### src/rtl/div_seq.sv
// div_seq: iterative restoring unsigned divider with valid/ready handshakes.
// Produces quotient and remainder of a WIDTH-bit dividend by a DWIDTH-bit
// runtime divisor, one quotient bit per cycle, MSB first.
// Optional build macro DIV_SEQ_EARLY_EXIT_EN: skip the dividend's leading
// zeros so BUSY lasts only as many cycles as the dividend has significant
// bits (minimum one). Results are identical in both builds.
module div_seq #(
  parameter int WIDTH  = 7,
  parameter int DWIDTH = 3
) (
  input  logic              clk,
  input  logic              rst_n,
  input  logic              in_valid,
  output logic              in_ready,
  input  logic [WIDTH-1:0]  dividend,
  input  logic [DWIDTH-1:0] divisor,
  output logic              out_valid,
  input  logic              out_ready,
  output logic [WIDTH-1:0]  quotient,
  output logic [DWIDTH-1:0] remainder,
  output logic              div_zero
);

  localparam int CW = $clog2(WIDTH + 1);

  typedef enum logic [1:0] {
    IDLE = 2'd0,
    BUSY = 2'd1,
    DONE = 2'd2
  } state_t;

  state_t state, state_nxt;

  // shreg starts as the dividend and fills with quotient bits from the LSB;
  // once the last step has run it holds the complete quotient.
  logic [WIDTH-1:0]  shreg;
  // One guard bit above the remainder width keeps the compare exact.
  logic [DWIDTH:0]   part;
  logic [DWIDTH-1:0] dsr;
  logic [CW-1:0]     cnt;
  logic              dz;

  logic              accept;
  logic              last_step;
  logic [DWIDTH+1:0] step_res;
  logic [CW-1:0]     start_cnt;
  logic [WIDTH-1:0]  start_val;

  // One restoring step: shift in the next dividend bit, subtract if it fits.
  // Returns {new partial remainder, quotient bit}.
  function automatic logic [DWIDTH+1:0] restore_step(
    input logic [DWIDTH:0]   p,
    input logic              b,
    input logic [DWIDTH-1:0] d
  );
    logic [DWIDTH:0] t;
    t = {p[DWIDTH-1:0], b};
    if (t >= {1'b0, d}) begin
      return {t - {1'b0, d}, 1'b1};
    end
    return {t, 1'b0};
  endfunction

`ifdef DIV_SEQ_EARLY_EXIT_EN
  // Number of significant bits in v; a zero value still needs one step.
  function automatic logic [CW-1:0] sig_bits(input logic [WIDTH-1:0] v);
    logic [CW-1:0] n;
    n = CW'(1);
    for (int i = 0; i < WIDTH; i++) begin
      if (v[i]) begin
        n = CW'(i + 1);
      end
    end
    return n;
  endfunction
`endif

  // Step count and pre-aligned dividend loaded at accept.
  always_comb begin
`ifdef DIV_SEQ_EARLY_EXIT_EN
    start_cnt = sig_bits(dividend);
    start_val = dividend << (CW'(WIDTH) - start_cnt);
`else
    start_cnt = CW'(WIDTH);
    start_val = dividend;
`endif
  end

  assign step_res  = restore_step(part, shreg[WIDTH-1], dsr);
  assign last_step = (cnt == CW'(1));

  // State register.
  always_ff @(posedge clk or negedge rst_n) begin
    if (!rst_n) begin
      state <= IDLE;
    end else begin
      state <= state_nxt;
    end
  end

  // Next-state and handshake outputs.
  always_comb begin
    state_nxt = state;
    in_ready  = 1'b0;
    out_valid = 1'b0;
    accept    = 1'b0;
    case (state)
      IDLE: begin
        in_ready = 1'b1;
        if (in_valid) begin
          accept    = 1'b1;
          state_nxt = (divisor == '0) ? DONE : BUSY;
        end
      end
      BUSY: begin
        if (last_step) begin
          state_nxt = DONE;
        end
      end
      DONE: begin
        out_valid = 1'b1;
        if (out_ready) begin
          state_nxt = IDLE;
        end
      end
      default: begin
        state_nxt = IDLE;
      end
    endcase
  end

  // Operand capture at accept, then one restoring step per BUSY cycle.
  always_ff @(posedge clk or negedge rst_n) begin
    if (!rst_n) begin
      shreg <= '0;
      part  <= '0;
      dsr   <= '0;
      cnt   <= '0;
      dz    <= 1'b0;
    end else if (accept) begin
      dsr  <= divisor;
      part <= '0;
      if (divisor == '0) begin
        // Divide by zero: all-ones quotient, zero remainder, no iteration.
        shreg <= '1;
        cnt   <= '0;
        dz    <= 1'b1;
      end else begin
        shreg <= start_val;
        cnt   <= start_cnt;
        dz    <= 1'b0;
      end
    end else if (state == BUSY) begin
      part  <= step_res[DWIDTH+1:1];
      shreg <= {shreg[WIDTH-2:0], step_res[0]};
      cnt   <= cnt - CW'(1);
    end
  end

  assign quotient  = shreg;
  assign remainder = part[DWIDTH-1:0];
  assign div_zero  = dz;

endmodule

### config.mk
export PLATFORM = sky130hd
export DESIGN_NAME = div_seq
export DESIGN_NICKNAME = d
export VERILOG_FILES = /design/src/rtl/div_seq.sv
export SDC_FILE = /design/constraint.sdc
export NUM_CORES = 1
export LEC_CHECK = 0
export BUFFER_PORTS_ARGS = -buffer_cell sky130_fd_sc_hd__buf_2
export CAP_MARGIN = 20
export CELL_PAD_IN_SITES_DETAIL_PLACEMENT = 1
export CELL_PAD_IN_SITES_GLOBAL_PLACEMENT = 2
export CORE_MARGIN = 2
export CORE_UTILIZATION = 25
export CTS_BUF_LIST = sky130_fd_sc_hd__clkbuf_4
export DETAILED_ROUTE_END_ITERATION = 16
export GPL_TIMING_DRIVEN = 0
export PLACE_DENSITY_LB_ADDON = 0.1
export SLEW_MARGIN = 20
export SYNTH_ARGS = -nofsm -noshare
export SYNTH_HDL_FRONTEND = slang
export SYNTH_SLANG_ARGS = --single-unit
### constraint.sdc
create_clock -name clk -period 1.9 [get_ports clk]
set_input_delay 0.285 -clock clk [delete_from_list [all_inputs] [get_ports clk]]
set_output_delay 0.285 -clock clk [all_outputs]
set_load 0.03 [all_outputs]
; After elaboration in Yosys (flattened, before gate mapping)
; Cells that the tools add are included.
[word_totals]
ff_bits = 19
in_bits = 14
out_inout_bits = 13
wordCells = 40
[op_classes]
n_addsub = 2
n_lt_le_gt_ge = 1
n_eq_ne = 6
muxes = 21
n_reduce_logical = 4
[op_table]
columns = operator, n
row1 = $mux W7, 3
row2 = $mux W3, 5
row3 = $mux W2, 4
row4 = $mux W4, 2
row5 = $mux W1, 6
row6 = $ne A2 B2 Y1 const B, 3
row7 = $pmux W2 S3, 1
row8 = $ge A4 B3 Y1, 1
row9 = $eq A3 B1 Y1 const B, 1
row10 = $logic_not A3 Y1, 1
row11 = $reduce_and A3 Y1, 1
row12 = $sub A3 B1 Y3 const B, 1
row13 = $sub A3 B3 Y3, 1
row14 = $eq A2 B1 Y1 const B, 1
row15 = $eq A2 B2 Y1 const B, 1
row16 = $logic_not A2 Y1, 1
row17 = $reduce_bool A2 Y1, 1

; Longest topological paths before layout
[logic_depth]
ltp_word = 5
depth_mapped = 7
ltp_nobuf = 7

; Worst setup path before layout
; Ideal clock, no wire load.
[synth_path]
kind = flip-flop to flip-flop
from = register shreg[6] (netlist: quotient[6])
to = register part[1]
setup_time_ns = 0.082
t_arrival_ns = 1.935
required_ns = 1.818
path_slack_ns = -0.117
stages_incl_launch_ff = 8
path_buffers = 0
synth_period_minus_slack_ns = 2.017
path_cell_list = dfrtp_1 inv_1 ha_1 fa_1 nand2b_1 and3_1 or3_1 a31oi_1
[synth_via]
elab_chain_cells = 5
elab_cells_between_ends = 7
cone_classes = add/sub: 1 / order compare: 1 / mux: 5
[synth_rtl]
columns = item, line
row1 = start: declaration, 36  ; logic [WIDTH-1:0] shreg;
row2 = start signal: assignment, 149  ; shreg <= start_val;
row3 = start signal: assignment, 155  ; shreg <= {shreg[WIDTH-2:0], step_res[0]};
row4 = $ge A4 B3 Y1 / $sub A3 B3 Y3 (equally long branches), "58, 59"
row5 = $mux W1 / $mux W4 (equally long branches), 58  ; if (t >= {1'b0, d}) begin
row6 = $mux W4 (*), 61  ; return {t, 1'b0};
row7 = $mux W3 (*), 153  ; end else if (state == BUSY) begin
row8 = $mux W3 (*), 140  ; end else if (accept) begin
row9 = end signal: assignment, 154  ; part <= step_res[DWIDTH+1:1];
row10 = end: declaration, 38  ; logic [DWIDTH:0] part;
; Mark *: on every way between the ends. The rest lies on a longest branch, timed or not. The select of a mux whose other input is x is not followed.
; A chain may end at the register's enable or synchronous reset.

; Final worst setup path
[layout_path]
from = register dsr[0]
to = register part[1]
[layout_via]
elab_chain_cells = 5
elab_cells_between_ends = 7
cone_classes = add/sub: 1 / order compare: 1 / mux: 5
[layout_rtl]
columns = item, line
row1 = start: declaration, 39  ; logic [DWIDTH-1:0] dsr;
row2 = start signal: assignment, 141  ; dsr <= divisor;
row3 = $ge A4 B3 Y1 / $sub A3 B3 Y3 (equally long branches), "58, 59"
row4 = $mux W1 / $mux W4 (equally long branches), 58
row5 = $mux W4 (*), 61
row6 = $mux W3 (*), 153
row7 = $mux W3 (*), 140
; Marks and branches as above.

==> qor.yml <==
run_status:
  status: "completed"
power_and_ir_drop:
  swShare_pct: 48.4
  pwr-share-seq_pct: 31.1
  p_int_uw: 1300
  power_uw: 2510
  p_comb_share_pct: 60.4
  power.static_leakage_uw: 0.000570
  ir_drop_mv: 0.513
  p_sw_uw: 1220
  power.density_mw_per_mm2: 2030
  p_clk_share_pct: 8.5
detailed_routing:
  ant_nets: 0
  routedWlPerCell_um: 14.2
  routed_wirelength_mm: 2.59
  viasPerCell: 4.74
  drtIter0Drc: 5
  vias: 867
  first_pass_iters: 2
  drc: 0
clock_network:
  clk_latency_ps: 300
  clk_pin_slew_ps: 130
  cts_tree: "built"
  cts_sinks: 19
  numCtsBuffers: 3
  clock-root-buffer: "clkbuf_4"
  ctsLongestPathBuffers: 2
  htreeDepth: 1
die:
  die_area_mm2: 0.00445
  die_x_um: 66.7
  boundaryPins: 27
  core_mm2: 0.00372
  initial_core_util_pct: 26.4
  die_h_um: 66.7
  rows: 22
timing:
  tns_ps: 0
  finalCritPeriodShare_pct: 95.9
  finalSetupViolations: 0
  slew_violations: 0
  fmax_mhz: 549
  layout_min_cycle_time_ps: 1820
  rsz0062_at_grt: "false"
  hold_viol_final: 0
  fin_worst_skew_ps: 15.0
  hold_ws_ps: 227
  relSlewSlack_pct: 69.9
  tightest_slew_ps: 452
cells_and_area:
  multi_input_area_um2: 468
  regArea_um2: 478
  finalNonFillerCells: 183
  areaGrowthSynthToFinish_pct: 26.0
  n_antenna_cell: 0
  n_fill_cell: 447
  nets: 156
  drive_gt1_share_pct: 31.9
worst_setup_path:
  path_cells: "ha_2 > fa_2 > nand2b_4 > and3_4 > or3_1 > a31oi_1"
  crit_fanout: 4
  slowest_stage: "dfrtp_1"
  worstPathArrival_ps: 2040
  crit_type: "reg2reg"
  critPathRequiredTime_ps: 2120
  cpPeakStageDelay_ps: 410
  worst_setup_path_start_kind: "flop"
  end_kind: "flop"
global_routing:
  track_usage_pct: 13.7
  grt_overflow: 0
  grt_pass1_wl_mm: 4.53
  grt_max_degree: 20
  first_global_vias: 914
  antenna_found_initial: 0
synthesis:
  synth_nets: 123
  ys_types: 32
  avgSynthCellArea_um2: 9.54
  synthArstFlopShare_pct: 100
  synth_ff_type: "dfrtp_1"
  syn-cell-area_um2: 982
  ys_warn_count: 0
  synth_edf_count: 0
  synthCells: 103
  seq_area_frac_synth_pct: 48.4
  synth_seq_cells: 19
placed_design:
  dpl.cell_count: 177
  gp_congestion: 0.774
  dp_hpwl_mm: 1.95
  port-buffer-count: 26
flow_run:
  max_cap_violations: 0
min_path:
  hp-class: "in2reg"
-- cell usage in the layout (no fill, tap or decap), types with 2 or more instances in the layout --
cell type  instances
a211oi_1           2
a21oi_1            2
buf_2             29
buf_4              2
clkbuf_4           3
dfrtp_1           17
dfrtp_2            2
ha_1               4
inv_1              7
nand2_1           11
nand2b_1           3
nand3_1            3
nor2_1             5
nor2b_1            2
o211ai_1           2
o21ai_0            3
o21ai_1           11
o22ai_1            6
-- worst paths after layout --
path / endpoint / from / cells after the start / slack, ps
worst max-delay path: part[1] / dsr[0] / 6 / 80
min in group asynchronous: state[1] / rst_n / 2 / 440
worst min register to register: div_zero / div_zero / 1 / 510
worst max register to register: part[1] / dsr[0] / 6 / 80
worst min-delay path: dsr[2] / divisor[2] / 3 / 230
max in group asynchronous: quotient[6] / rst_n / 2 / 1110
-- repair_timing --
item | in CTS | in global routing
hold endpoints to repair | 19 | 0
endpoints found under the setup margin | 1 | 1
hold buffers | 1 | 0
setup buffers | 1 | 0
resized for setup | 0 | 4
pin swaps | 0 | 1
-- cell type report --
cell class / count / area share [%]
clock buffers: 3 / 1.82
flip-flops and latches: 19 / 38.6
clock inverters: 1 / 0.404
plain buffers: 5 / 2.12
inverters: 8 / 2.43
repair buffers: 28 / 11.9
well taps: 48 / 4.85
multi-input cells: 71 / 37.8
-- power groups by stage --
| stage | Combinational (µW) | Clock [µW] | Sequential [µW] |
|---|---|---|---|
| global placement | 1470 | 0 | 787 |
| detailed placement | 1480 | 0 | 798 |
| global route | 1710 | 254 | 821 |
| finish | 1520 | 214 | 782 |
| CTS | 1510 | 233 | 785 |
| floorplan | 867 | 0 | 998 |
-- stage by stage --
| step | util [%] | area, µm² | setup WS [ps] |
|---|---|---|---|
| 5_1_grt | 33.3 | 1240 | 3.35 |
| 3_3_place_gp | 31.8 | 1180 | 12.7 |
| 2_1_floorplan | - | 992 | 3.49 |
| 4_1_cts | 33.0 | 1230 | 0.600 |
| 6_report | 33.3 | 1240 | 77.2 |
| 3_5_place_dp | 31.8 | 1180 | 10.0 |
-- cells by family (layout without fill, tap and decap cells) --
family | Yosys count | after routing | synth area share, %
simple gates | 31 | 31 | 15.7
mux | 1 | 1 | 1.15
flops | 19 | 19 | 48.4
fa+ha+maj | 6 | 6 | 8.41
compound gates | 33 | 33 | 20.6
buf+inv | 13 | 45 | 5.73
-- synth_stat cells (all sizes together), types with 2 or more instances --
master / count / share of area, %
ha: 5 / 6.4
o21ai: 14 / 7.1
o211ai: 2 / 1.5
a211oi: 2 / 1.5
nand2: 11 / 4.2
buf: 4 / 2.3
nor2: 5 / 1.9
nand2b: 4 / 2.5
o22ai: 6 / 3.8
nand3: 3 / 1.5
nor2b: 2 / 1.3
inv: 8 / 3.1
a21oi: 2 / 1.0
dfrtp: 19 / 48
-- registers in the layout (all words and copies together), names as in the netlist --
register	flops
part	3
div_zero	1
state	2
quotient	7
cnt	3
dsr	3
-- metal layers --
metal | GRT usage (%) | wire (µm) | up-vias
li1 | - | - | 429
met1 | 18.0 | 1230 | 421
met2 | 22.9 | 1250 | 15
met3 | 2.20 | 93 | 2
met4 | 4.59 | 20 | 0
met5 | 0 | 0 | -
-- critical path, delay by kind of cell, from the launching register on --
family / cells / cell delay (ps)
flip-flops: 1 / 410
AND/OR/NAND/NOR: 3 / 630
AO/OA/AOI/OAI: 1 / 180
adder cells (fa/ha/maj): 2 / 520
(Power assumes the default switching activity.)
